**src/rtl/mem_pkg.sv**
```systemverilog
// rtl/mem_pkg.sv - shared types and data-pattern helper for the memory BIST controller
//
// Contents:
//   DEF_DATA_WIDTH / DEF_ADDR_WIDTH  default geometry of the memory under test
//   PAT_BASE                         ...1010 background pattern, truncated by the user
//   bist_state_t                     march sequencer states
//   pat_data(addr, pat, inv)         D(a) = a XOR pat, or ~D(a) when inv=1 (32-bit,
//                                    caller truncates to DATA_WIDTH)
package mem_pkg;

    localparam int DEF_DATA_WIDTH = 2;
    localparam int DEF_ADDR_WIDTH = 2;
    localparam logic [31:0] PAT_BASE = 32'hAAAA_AAAA;

    typedef enum logic [2:0] {
        ST_IDLE,
        ST_W0,
        ST_R0,
        ST_W1,
        ST_R1,
        ST_CHECK,
        ST_DONE
    } bist_state_t;

    // Mixing the address into the data gives each word a distinct value
    // (where the width allows) so aliased addresses show up as mismatches.
    function automatic logic [31:0] pat_data(input logic [31:0] addr,
                                             input logic [31:0] pat,
                                             input logic        inv);
        return (addr ^ pat) ^ {32{inv}};
    endfunction

endpackage

```
**src/rtl/mem_bist_cmp.sv**
```systemverilog
// rtl/mem_bist_cmp.sv - read-compare pipeline stage and first-failure capture
//
// Ports:
//   clk, rst_n     clock, asynchronous active-low reset
//   clr            clears the capture registers (new test accepted)
//   rd_issue       a read is presented to the memory this cycle
//   rd_addr/rd_exp address and expected word of that read
//   mem_dout       memory read data (valid the cycle after the read)
//   mismatch       compare failed this cycle
//   fail_addr/exp/act  captured address, expected and actual word of the first mismatch
module mem_bist_cmp #(
    parameter int DATA_WIDTH = 2,
    parameter int ADDR_WIDTH = 2
) (
    input  logic                  clk,
    input  logic                  rst_n,
    input  logic                  clr,
    input  logic                  rd_issue,
    input  logic [ADDR_WIDTH-1:0] rd_addr,
    input  logic [DATA_WIDTH-1:0] rd_exp,
    input  logic [DATA_WIDTH-1:0] mem_dout,
    output logic                  mismatch,
    output logic [ADDR_WIDTH-1:0] fail_addr,
    output logic [DATA_WIDTH-1:0] fail_exp,
    output logic [DATA_WIDTH-1:0] fail_act
);

    logic                  chk_vld;
    logic [ADDR_WIDTH-1:0] chk_addr;
    logic [DATA_WIDTH-1:0] chk_exp;
    logic                  fail_seen;

    assign mismatch = chk_vld && (mem_dout != chk_exp);

    // A mismatch aborts the test, so no further compare is armed behind it.
    always_ff @(posedge clk or negedge rst_n) begin
        if (!rst_n) begin
            chk_vld  <= 1'b0;
            chk_addr <= '0;
            chk_exp  <= '0;
        end else begin
            chk_vld  <= rd_issue && !mismatch && !clr;
            chk_addr <= rd_addr;
            chk_exp  <= rd_exp;
        end
    end

    always_ff @(posedge clk or negedge rst_n) begin
        if (!rst_n) begin
            fail_seen <= 1'b0;
            fail_addr <= '0;
            fail_exp  <= '0;
            fail_act  <= '0;
        end else if (clr) begin
            fail_seen <= 1'b0;
            fail_addr <= '0;
            fail_exp  <= '0;
            fail_act  <= '0;
        end else if (mismatch && !fail_seen) begin
            fail_seen <= 1'b1;
            fail_addr <= chk_addr;
            fail_exp  <= chk_exp;
            fail_act  <= mem_dout;
        end
    end

endmodule

```
**src/rtl/mem_bist_ctrl.sv**
```systemverilog
// rtl/mem_bist_ctrl.sv - 4-phase march BIST initiator for a single-port synchronous memory
//
// Ports:
//   clk, rst_n                 clock, asynchronous active-low reset
//   start                      test request, sampled only in IDLE
//   busy                       test in progress (through the DONE cycle)
//   done                       one-cycle end-of-test pulse
//   pass                       result, held until the next accepted start
//   fail_addr/fail_exp/fail_act  first mismatch: address, expected word, read word
//   mem_wr/mem_addr/mem_din    registered memory command
//   mem_dout                   memory read data
module mem_bist_ctrl
    import mem_pkg::*;
#(
    parameter int                    DATA_WIDTH = DEF_DATA_WIDTH,
    parameter int                    ADDR_WIDTH = DEF_ADDR_WIDTH,
    parameter int                    MEM_DEPTH  = 1 << ADDR_WIDTH,
    parameter logic [DATA_WIDTH-1:0] PATTERN    = DATA_WIDTH'(PAT_BASE)
) (
    input  logic                  clk,
    input  logic                  rst_n,
    input  logic                  start,
    output logic                  busy,
    output logic                  done,
    output logic                  pass,
    output logic [ADDR_WIDTH-1:0] fail_addr,
    output logic [DATA_WIDTH-1:0] fail_exp,
    output logic [DATA_WIDTH-1:0] fail_act,
    output logic                  mem_wr,
    output logic [ADDR_WIDTH-1:0] mem_addr,
    output logic [DATA_WIDTH-1:0] mem_din,
    input  logic [DATA_WIDTH-1:0] mem_dout
);

    localparam logic [ADDR_WIDTH-1:0] LAST_ADDR = ADDR_WIDTH'(MEM_DEPTH - 1);

    bist_state_t           state, state_nx;
    logic                  mem_wr_nx;
    logic [ADDR_WIDTH-1:0] mem_addr_nx;
    logic [DATA_WIDTH-1:0] mem_din_nx;
    logic [ADDR_WIDTH-1:0] addr_inc;
    logic                  accept;
    logic                  rd_issue;
    logic [DATA_WIDTH-1:0] rd_exp;
    logic                  mismatch;

    function automatic logic [DATA_WIDTH-1:0] d_of(input logic [ADDR_WIDTH-1:0] a,
                                                   input logic inv);
        return DATA_WIDTH'(pat_data(32'(a), 32'(PATTERN), inv));
    endfunction

    assign busy     = (state != ST_IDLE);
    assign done     = (state == ST_DONE);
    assign addr_inc = mem_addr + ADDR_WIDTH'(1);
    assign rd_issue = (state == ST_R0) || (state == ST_R1);
    assign rd_exp   = d_of(mem_addr, state == ST_R1);

    // The memory command for the next cycle is computed alongside the next
    // state, so the registered mem_* always belongs to the current state.
    // Phase changes decode the terminal address, never counter overflow.
    always_comb begin
        state_nx    = state;
        mem_wr_nx   = 1'b0;
        mem_addr_nx = mem_addr;
        mem_din_nx  = mem_din;
        accept      = 1'b0;
        unique case (state)
            ST_IDLE: begin
                if (start) begin
                    accept      = 1'b1;
                    state_nx    = ST_W0;
                    mem_wr_nx   = 1'b1;
                    mem_addr_nx = '0;
                    mem_din_nx  = d_of('0, 1'b0);
                end
            end
            ST_W0: begin
                if (mem_addr == LAST_ADDR) begin
                    state_nx    = ST_R0;
                    mem_addr_nx = '0;
                end else begin
                    mem_wr_nx   = 1'b1;
                    mem_addr_nx = addr_inc;
                    mem_din_nx  = d_of(addr_inc, 1'b0);
                end
            end
            ST_R0: begin
                if (mem_addr == LAST_ADDR) begin
                    state_nx    = ST_W1;
                    mem_wr_nx   = 1'b1;
                    mem_addr_nx = '0;
                    mem_din_nx  = d_of('0, 1'b1);
                end else begin
                    mem_addr_nx = addr_inc;
                end
            end
            ST_W1: begin
                if (mem_addr == LAST_ADDR) begin
                    state_nx    = ST_R1;
                    mem_addr_nx = LAST_ADDR;
                end else begin
                    mem_wr_nx   = 1'b1;
                    mem_addr_nx = addr_inc;
                    mem_din_nx  = d_of(addr_inc, 1'b1);
                end
            end
            ST_R1: begin
                if (mem_addr == '0) begin
                    state_nx = ST_CHECK;
                end else begin
                    mem_addr_nx = mem_addr - ADDR_WIDTH'(1);
                end
            end
            ST_CHECK: state_nx = ST_DONE;
            ST_DONE:  state_nx = ST_IDLE;
            default:  state_nx = ST_IDLE;
        endcase
        // First mismatch aborts straight to DONE with the memory left idle.
        if (mismatch) begin
            state_nx  = ST_DONE;
            mem_wr_nx = 1'b0;
        end
    end

    always_ff @(posedge clk or negedge rst_n) begin
        if (!rst_n) begin
            state    <= ST_IDLE;
            mem_wr   <= 1'b0;
            mem_addr <= '0;
            mem_din  <= '0;
        end else begin
            state    <= state_nx;
            mem_wr   <= mem_wr_nx;
            mem_addr <= mem_addr_nx;
            mem_din  <= mem_din_nx;
        end
    end

    // pass is only ever set by a clean final compare in CHECK; an abort
    // leaves it at the 0 written on acceptance.
    always_ff @(posedge clk or negedge rst_n) begin
        if (!rst_n) begin
            pass <= 1'b0;
        end else if (accept) begin
            pass <= 1'b0;
        end else if (state == ST_CHECK && !mismatch) begin
            pass <= 1'b1;
        end
    end

    mem_bist_cmp #(
        .DATA_WIDTH(DATA_WIDTH),
        .ADDR_WIDTH(ADDR_WIDTH)
    ) u_cmp (
        .clk      (clk),
        .rst_n    (rst_n),
        .clr      (accept),
        .rd_issue (rd_issue),
        .rd_addr  (mem_addr),
        .rd_exp   (rd_exp),
        .mem_dout (mem_dout),
        .mismatch (mismatch),
        .fail_addr(fail_addr),
        .fail_exp (fail_exp),
        .fail_act (fail_act)
    );

endmodule
```
**config.mk**
```make
export PLATFORM = sky130hd
export DESIGN_NAME = mem_bist_ctrl
export DESIGN_NICKNAME = d
export VERILOG_FILES = /design/src/rtl/mem_pkg.sv /design/src/rtl/mem_bist_cmp.sv /design/src/rtl/mem_bist_ctrl.sv
export SDC_FILE = /design/constraint.sdc
export NUM_CORES = 1
export LEC_CHECK = 0
export BUFFER_PORTS_ARGS = -buffer_cell sky130_fd_sc_hd__buf_4
export CORE_UTILIZATION = 41
export DETAILED_ROUTE_END_ITERATION = 8
export PLACE_DENSITY = 0.71
export SLEW_MARGIN = 0
export SYNTH_ARGS = -nofsm -noshare
export SYNTH_HDL_FRONTEND = slang
export SYNTH_SLANG_ARGS = --single-unit
```
**constraint.sdc**
```tcl
create_clock -name clk -period 1.9 [get_ports clk]
set_clock_uncertainty 0.15 [all_clocks]
set_input_delay 0.19 -clock clk [delete_from_list [all_inputs] [get_ports clk]]
set_output_delay 0.19 -clock clk [all_outputs]
set_load 0.01 [all_outputs]
```
## Word level (Yosys, flattened, before mapping)

Index checks and enable logic that the tools add are counted.

| storage, ports and cells | value |
|---|---|
| register bits | 21 |
| latch bits | 0 |
| memory bits (writable) | 0 |
| bits in read-only memories | 0 |
| output and inout port bits | 14 |
| memories kept | 0 |

| cells by class | value |
|---|---|
| add/subtract/negate cells | 2 |
| multiply operators | 0 |
| div/mod/pow operators | 0 |
| order comparisons | 0 |
| equal/unequal tests | 18 |
| shifts and indexed selects | 0 |
| mux-type cells | 33 |
| bitwise logic cells | 4 |
| reductions and logical operators | 21 |

Operator list:

| cell | number |
|---|---|
| 2-bit two-way mux | 14 |
| 3-bit two-way mux | 6 |
| 3-bit case mux with 6 select lines | 1 |
| 2-bit case mux with 4 select lines | 2 |
| 5-bit AND reduction | 2 |
| 3-bit equality test, second input constant | 3 |
| 1-bit two-way mux | 9 |
| 3-bit by 2-bit inequality test with 1-bit output, second input constant | 3 |
| 2-bit inequality test, second input constant | 4 |
| 4-bit nonzero test | 2 |
| 3-bit by 2-bit equality test with 1-bit output, second input constant | 2 |
| 3-bit by 1-bit inequality test with 1-bit output, second input constant | 2 |
| 1-bit logical AND | 5 |
| 2-bit nonzero test | 2 |
| 2-bit OR reduction | 2 |
| 3-bit by 1-bit equality test with 1-bit output, second input constant | 1 |
| 1-bit zero test | 3 |
| 3-bit zero test | 1 |
| 1-bit case mux with 3 select lines | 1 |
| 3-bit AND reduction | 1 |
| 3-bit nonzero test | 1 |
| 2-bit by 1-bit adder with 2-bit output, second input constant | 1 |
| 2-bit equality test, second input constant | 1 |
| 2-bit zero test | 1 |
| other kinds (7) | 8 |

## Logic depth before layout (Yosys ltp)

Gate-level depths: netlist of the first run.

| logic depth | value |
|---|---|
| depth in word-level cells | 6 |
| depth in mapped cells | 7 |
| depth with buffers taken out | 6 |

## Cells and area by module

A second synthesis of the first run with hierarchy kept.

| unflattened totals | value |
|---|---|
| cell total of the unflattened synthesis | 121 |
| area total of the unflattened synthesis | 1201.2 µm² |

By module, submodules not included:

| module | times used | cells each | area an instance (µm²) |
|---|---|---|---|
| mem_bist_ctrl | 1 | 83 | 675.6 |
| mem_bist_cmp | 1 | 38 | 525.5 |

## Least setup slack after synthesis of the first run

No wires, ideal clock.

| timing path | value |
|---|---|
| path kind | register to register |
| start point | register mem_addr[0] |
| end point | register mem_addr[1] |
| setup time | 0.118 ns |
| data arrival time | 1.535 ns |
| required time | 1.632 ns |
| setup slack | 0.097 ns |
| stages on the path, launching flop included | 8 |
| buffers on the path | 1 |
| period minus slack after synthesis | 1.803 ns |
| cells stage by stage | dfrtp_1 > buf_2 > inv_1 > ha_1 > or3_1 > nand2_1 > o21ai_1 > a21o_1 |

| between the ends | value |
|---|---|
| cells in the longest elaborated chain, start to end | 3 |
| elaborated cells on any way between the ends | 10 |
| those cells by class | 2 x add/sub; 2 x eq/ne; 4 x mux; 2 x reduce/logical |

RTL lines:

| element | RTL line | source |
|---|---|---|
| from (decl) | mem_bist_ctrl.sv:30 | `output logic [ADDR_WIDTH-1:0] mem_addr,` |
| from (signal assigned) | mem_bist_ctrl.sv:134 | `mem_addr <= mem_addr_nx;` |
| 2-bit by 1-bit subtractor with 2-bit output (tied with other cells) | mem_bist_ctrl.sv:111 | `mem_addr_nx = mem_addr - ADDR_WIDTH'(1);` |
| 2-bit two-way mux (tied with other cells) | mem_bist_ctrl.sv:108 | `if (mem_addr == '0) begin` |
| 2-bit case mux with 4 select lines or 3-bit AND reduction (tied branches) | - |  |

Parallel ways exist; a longest one is shown, timed or not. The select of a mux whose other input is x is not followed.
A chain may end at the register's enable or synchronous reset.

## Final worst setup path of the first run

| timing path | value |
|---|---|
| start point | register state[0] |
| end point | output port busy |

| between the ends | value |
|---|---|
| cells in the longest elaborated chain, start to end | 1 |

RTL lines:

| element | RTL line | source |
|---|---|---|
| from (decl) | mem_bist_ctrl.sv:37 | `bist_state_t state, state_nx;` |
| from (signal assigned) | mem_bist_ctrl.sv:132 | `state <= state_nx;` |
| 3-bit nonzero test | mem_bist_ctrl.sv:52 | `assign busy = (state != ST_IDLE);` |
| to (decl) | mem_bist_ctrl.sv:23 | `output logic busy,` |

Every way passes these cells.

==> flow_summary.json, run 1 <==
{
  "status": "finished, final reports clean",
  "routed-via-count": 861,
  "power_mw": 2.47,
  "setup_viol": 0,
  "fin_crit_ns": 1.77,
  "dp_cells": 156,
  "worstMarginPinSlew_ns": 0.407,
  "yosys_warnings": 0,
  "nFillCells": 230,
  "p_sw_mw": 1.05,
  "grt_pass1_vias": 780,
  "cp.required_ns": 1.56,
  "reg2reg_depth": 6,
  "clockPowerShare_pct": 8.8,
  "path_max_fanout": 9,
  "cts_made_buffers": 3,
  "cts-root-buf": "clkbuf_4",
  "dpl.hpwl_um": 1620,
  "stdcell_count": 162,
  "intPower_mw": 1.42,
  "track_usage_pct": 18.7,
  "htreeDepth": 1,
  "min_from": "mem_dout[1]",
  "arrival_ns": 1.43,
  "drive_above_1_share_pct": 26.5,
  "wl_um": 2170,
  "initial_core_util_pct": 44.0,
  "worstSetupStartpointType": "register",
  "crit_start": "state[0]$_DFFE_PN0P_",
  "post-route-drc-count": 0,
  "ios": 19,
  "syn_to_final_growth_pct": 20.9,
  "fmax_mhz": 563,
  "avgRoutedWirePerCell_um": 13.4,
  "clk_pin_slew_ns": 0.12,
  "ys_async_sr_fraction_pct": 100,
  "drv_cap": 0,
  "yosysSeqAreaShare_pct": 47.4,
  "grt_pass1_wl_um": 3850,
  "yosysUniqueCellTypes": 35,
  "rr_startpoint": "mem_addr[0]$_DFFE_PN0P_",
  "preCtsSetupSlack_ns": 0.184,
  "syn_area_um2": 1110,
  "num_antenna_cells": 0,
  "io_buffers": 18,
  "tritoncts": "yes",
  "syn_inst": 108,
  "hold_viol": 0,
  "finalCritPeriodShare_pct": 93.4,
  "synth_edf_count": 0,
  "cts_setup_buffers": 0,
  "synth_fp_nets": 117,
  "gp_congestion": 0.876,
  "gr-total-overflow": 0,
  "die_w_um": 54.0,
  "timing.final.ws_setup_ns": 0.125,
  "r2r_end": "mem_addr[1]$_DFFE_PN0P_",
  "p_sw_share_pct": 42.6,
  "via_per_inst": 5.31,
  "dr.pass1.iters": 4,
  "power_per_cell_area_nw_per_um2": 1840,
  "synth_flop_cell": "dfrtp_1",
  "relSlewSlack_pct": 72.6,
  "coreArea_um2": 2520,
  "grt_antenna_before_repair": 0,
  "grt_max_degree": 22,
  "synth_seq_cells": 21,
  "insertion_delay_ns": 0.31,
  "route.met2.wl_um": 1000,
  "num_rows": 18,
  "fin_nets": 142,
  "r2r_slack_ns": 0.16,
  "final_max_slew_viol_count": 0,
  "p_seq_share_pct": 34.0,
  "ir_worst_vdd_mv": 0.962,
  "cts_buffer_depth": 2,
  "die_h_um": 54.0,
  "cp-end-kind": "primary output",
  "power_frac_comb_pct": 57.1,
  "finalSetupTns_ns": 0,
  "drt_iter0_drc": 25,
  "crit_type": "reg2out",
  "die_area_um2": 2920,
  "syn_avg_cell_area_um2": 10.3,
  "leakage_nw": 0.667,
  "highest_layer": "met3",
  "wl_met3_um": 149,
  "critPathCapture": "busy",
  "antenna_left": 0,
  "cts_sinks": 21,
  "grt_setup_unrepaired": "false",
  "min_path_type": "in2reg",
  "m1WireLength_um": 1020
}
-- how the worst min path moves through the flow --
| stage | end | slack, ns | cells after the start |
|---|---|---|---|
| after floorplan | mem_addr[0]$_DFFE_PN0P_ | -0.26 | 0 |
| after global placement | u_cmp.fail_act[1]$_DFFE_PN0P_ | -0.06 | 1 |
| after detailed placement | u_cmp.fail_exp[1]$_DFFE_PN0P_ | -0.06 | 1 |
| after CTS | u_cmp.fail_act[1]$_DFFE_PN0P_ | 0.02 | 3 |
| after global routing | u_cmp.fail_act[1]$_DFFE_PN0P_ | 0.01 | 3 |
| final | u_cmp.fail_act[1]$_DFFE_PN0P_ | 0.02 | 3 |
-- kinds of logic after synthesis --
kind of cell,Yosys count,share of synthesized area (%)
simple gates,31,14.3
compound gates,23,14.7
flops,21,47.4
buf+inv,13,5.52
xor+xnor,8,6.31
mux,8,7.33
fa+ha+maj,4,4.51
-- routing by layer --
metal	vias to the layer above	GRT usage, %
li1	425	-
met1	402	25.0
met2	34	29.4
met3	0	5.93
met4	0	3.85
met5	-	0
-- placed cells by master, fill, tap and decap left out, drive strengths merged, types with 2 or more instances in the layout --
cell         netlist  final
o21ai              7      7
nand2              7      7
nor2              12     12
clkbuf             0      3
buf                6     24
nor4               3      3
inv                7      7
o211ai             3      3
or3                2      2
mux2i              7      7
xnor2              5      5
a21oi              4      4
dfrtp             21     21
xor2               3      3
nor3               3      3
dlygate4sd3        0      2
ha                 4      4
-- flip-flops by register name, summed over array words and instances (netlist names) --
name / count
state: 3
mem_addr: 2
mem_din: 2
u_cmp.chk_addr: 2
u_cmp.chk_exp: 2
u_cmp.fail_act: 2
u_cmp.fail_addr: 2
u_cmp.fail_exp: 2
mem_wr: 1
pass: 1
u_cmp.chk_vld: 1
u_cmp.fail_seen: 1
-- power by group through the flow --
stage | clock [mW] | sequential (mW) | combinational (mW)
2_1_floorplan | 0 | 0.842 | 0.963
3_3_place_gp | 0 | 0.837 | 1.39
3_5_place_dp | 0 | 0.852 | 1.41
4_1_cts | 0.228 | 0.842 | 1.42
5_1_grt | 0.263 | 0.886 | 1.57
6_report | 0.218 | 0.841 | 1.41
-- worst max-delay path, stage by stage (launching register included) --
cell and delay (ns):
dfrtp_2 0.50, or3_1 0.45, buf_4 0.17
-- cell usage after synthesis (4+ instances only) --
master / n / area share [%]
ha_1: 4 / 4.5
dfrtp_1: 21 / 47
nand2_1: 7 / 2.4
a21oi_1: 4 / 1.8
xnor2_1: 5 / 3.9
nor2_1: 10 / 3.4
mux2i_1: 7 / 6.3
inv_1: 6 / 2.0
o21ai_0: 4 / 1.8
buf_2: 4 / 1.8
-- metrics by stage --
| stage | instance area, um2 | util, % | hold WS, ns |
|---|---|---|---|
| 6_report | 1340 | 53.2 | 0.0155 |
| 5_1_grt | 1340 | 53.2 | 0.0123 |
| 4_1_cts | 1340 | 53.1 | 0.0222 |
| 3_5_place_dp | 1290 | 51.2 | -0.0647 |
| 3_3_place_gp | 1290 | 51.2 | -0.0624 |
| 2_1_floorplan | 1110 | - | -0.256 |
-- repair_timing --
| item | in CTS | in global routing |
|---|---|---|
| hold buffers | 2 | 0 |
| hold endpoints to repair | 22 | 0 |
| resized for setup | 0 | 1 |
| endpoints found under the setup margin | 0 | 1 |
-- cell type report --
class                      instances  area (um2)  area share (%)
clock buffer                       3        22.5            1.68
tap                               30        37.5            2.80
inverter                           7        26.3            1.96
multi-input combinational         74         523            39.0
clock inverter                     1        5.00           0.373
sequential                        21         527            39.3
timing repair buffer              26         200            14.9
Power figures use the tool's default switching activity.
==> run 2: changes to the inputs <==
Settings changed: ABC_AREA set to 1, MAX_ROUTING_LAYER set to met4.
==> flow_summary.json, run 2 <==
{
  "io_buffers": 18,
  "yosysSeqAreaShare_pct": 43.8,
  "dr.pass1.iters": 4,
  "min_from": "mem_dout[1]",
  "insertion_delay_ns": 0.30,
  "coreArea_um2": 2760,
  "drive_above_1_share_pct": 15.9,
  "intPower_mw": 1.22,
  "gp_congestion": 0.895,
  "cts-root-buf": "clkbuf_4",
  "syn_inst": 156,
  "cts_made_buffers": 3,
  "fin_crit_ns": 1.69,
  "syn_area_um2": 1200,
  "htreeDepth": 1,
  "cts.repair.resized": 0,
  "arrival_ns": 1.35,
  "nFillCells": 277,
  "dpl.hpwl_um": 1690,
  "grt_pass1_wl_um": 4000,
  "regMostFlops": "state",
  "power_per_cell_area_nw_per_um2": 1640,
  "syn_to_final_growth_pct": 14.9,
  "track_usage_pct": 16.5,
  "synth_area_leaders": "dfrtp_1, nand2_1, inv_1, nand3_1, ha_1",
  "power_frac_comb_pct": 55.0,
  "layout_commonest_cell": "nand2_1",
  "path_max_fanout": 7,
  "dp_cells": 202,
  "worstMarginPinSlew_ns": 0.385,
  "wl_um": 2200,
  "worstSetupStartpointType": "register",
  "ios": 19,
  "syn_avg_cell_area_um2": 7.68,
  "yosysTopAreaCell": "dfrtp_1",
  "gr-total-overflow": 0,
  "die_h_um": 56.1,
  "setup_viol": 0,
  "final_max_slew_viol_count": 0,
  "stdcell_count": 207,
  "initial_core_util_pct": 43.5,
  "largest_reg_flops": 3,
  "num_rows": 19,
  "timing.final.ws_setup_ns": 0.208,
  "yosysUniqueCellTypes": 21,
  "yosys-top-cells-count": "nand2_1, inv_1, dfrtp_1",
  "synth_edf_count": 0,
  "synth_fp_nets": 165,
  "finalSetupTns_ns": 0,
  "grt_setup_unrepaired": "false",
  "p_sw_share_pct": 46.0,
  "preCtsSetupSlack_ns": 0.268,
  "min_path_type": "in2reg",
  "crit_start": "state[1]$_DFFE_PN0P_",
  "place_area_um2": 1340,
  "avgRoutedWirePerCell_um": 10.6,
  "p_seq_share_pct": 35.8,
  "synth_flop_cell": "dfrtp_1",
  "final_area_um2": 1380,
  "grt_pass1_vias": 949,
  "layout_common_cells": "nand2_1, inv_1, dfrtp_1, buf_4, nand3_1",
  "cts_sinks": 21,
  "drv_cap": 0,
  "grt_antenna_before_repair": 0,
  "synth_seq_cells": 21,
  "antenna_left": 0,
  "cts_buffer_depth": 2,
  "num_antenna_cells": 0,
  "status": "finished, final reports clean",
  "via_per_inst": 4.87,
  "grt_max_degree": 22,
  "rr_startpoint": "mem_addr[0]$_DFFE_PN0P_",
  "holdWs_ns": 0.0370,
  "fin_nets": 186,
  "die_area_um2": 3140,
  "hold_viol": 0,
  "relSlewSlack_pct": 74.3,
  "drt_iter0_drc": 33,
  "leakage_nw": 0.799,
  "fmax_mhz": 591,
  "tritoncts": "yes",
  "cp-end-kind": "primary output",
  "routed-via-count": 1009,
  "cp.required_ns": 1.56,
  "synth_top_area_share_pct": 43.8,
  "clk_pin_slew_ns": 0.11,
  "p_sw_mw": 1.04,
  "die_w_um": 56.1,
  "yosysMostFrequentCell": "nand2_1",
  "ir_worst_vdd_mv": 0.886,
  "clockPowerShare_pct": 9.2,
  "finalCritPeriodShare_pct": 89.0,
  "ys_async_sr_fraction_pct": 100,
  "yosys_warnings": 0,
  "post-route-drc-count": 0,
  "crit_type": "reg2out"
}
==> run 2: cell count changes after synthesis, sizes merged, moves of 3 or more <==
cell,before,now
nand2,7,56
inv,7,25
nand3,0,18
mux2i,7,0
nor2,12,7
xnor2,5,0
nor4,3,0
==> run 2: power groups by stage <==
stage	clock network [mW]	logic, mW	registers (mW)
6_report	0.209	1.25	0.812
2_1_floorplan	0	0.927	0.801
5_1_grt	0.235	1.42	0.845
3_5_place_dp	0	1.25	0.825
3_3_place_gp	0	1.23	0.819
4_1_cts	0.214	1.26	0.814
==> run 2: critical path, stage by stage, from the launching register on <==
cell and delay, ns:
dfrtp_1 0.57, inv_1 0.14, nor3_1 0.19, buf_4 0.15
==> run 2: final timing paths <==
path                            slack, ns                       endpoint  depth (start not counted)
worst max register to register       0.25        mem_addr[1]$_DFFE_PN0P_                          9
max in group asynchronous            1.24  u_cmp.fail_act[1]$_DFFE_PN0P_                          2
min in group asynchronous            0.14    u_cmp.fail_seen$_DFFE_PN0P_                          2
worst min-delay path                 0.04  u_cmp.fail_act[1]$_DFFE_PN0P_                          5
worst min register to register       0.35         mem_din[1]$_DFFE_PN0P_                          2
worst max-delay path                 0.21                           done                          3
==> run 2: final cells by class <==
type                    count  area [um2]  area share (%)
multi-input cells         106         541            39.2
inverters                  25        93.8            6.81
clock buffers               4        26.3            1.91
well taps                  31        38.8            2.82
repair buffers             20         153            11.1
flip-flops and latches     21         526            38.1
==> run 2: logic make-up (layout without fill, tap and decap cells) <==
family / Yosys count / after routing / synth area share (%)
AOI/OAI and AO/OA: 14 / 14 / 6.68
xor gates and xnor gates: 1 / 1 / 0.731
adders and majority gates: 4 / 4 / 4.18
buffers and inverters: 29 / 49 / 11.1
DFF: 21 / 21 / 43.8
and+or+nand+nor: 87 / 87 / 33.5
==> run 2: what timing repair did <==
item / CTS / global route
hold buffers: 1 / 0
setup buffers: 0 / 0
hold endpoints to repair: 21 / 0
==> run 2: through the flow <==
step | util (%) | total power, mW
2_1_floorplan | - | 1.73
3_3_place_gp | 48.6 | 2.05
3_5_place_dp | 48.6 | 2.07
4_1_cts | 50.0 | 2.29
5_1_grt | 50.0 | 2.50
6_report | 50.0 | 2.27
==> run 2: layer usage <==
layer | GRT usage [%] | up-vias | share of wire (%)
met1 | 19.4 | 452 | 45
met5 | - | - | 0
li1 | - | 526 | -
met3 | 2.56 | 4 | 4.1
met2 | 27.9 | 27 | 49
met4 | 7.32 | 0 | 1.7
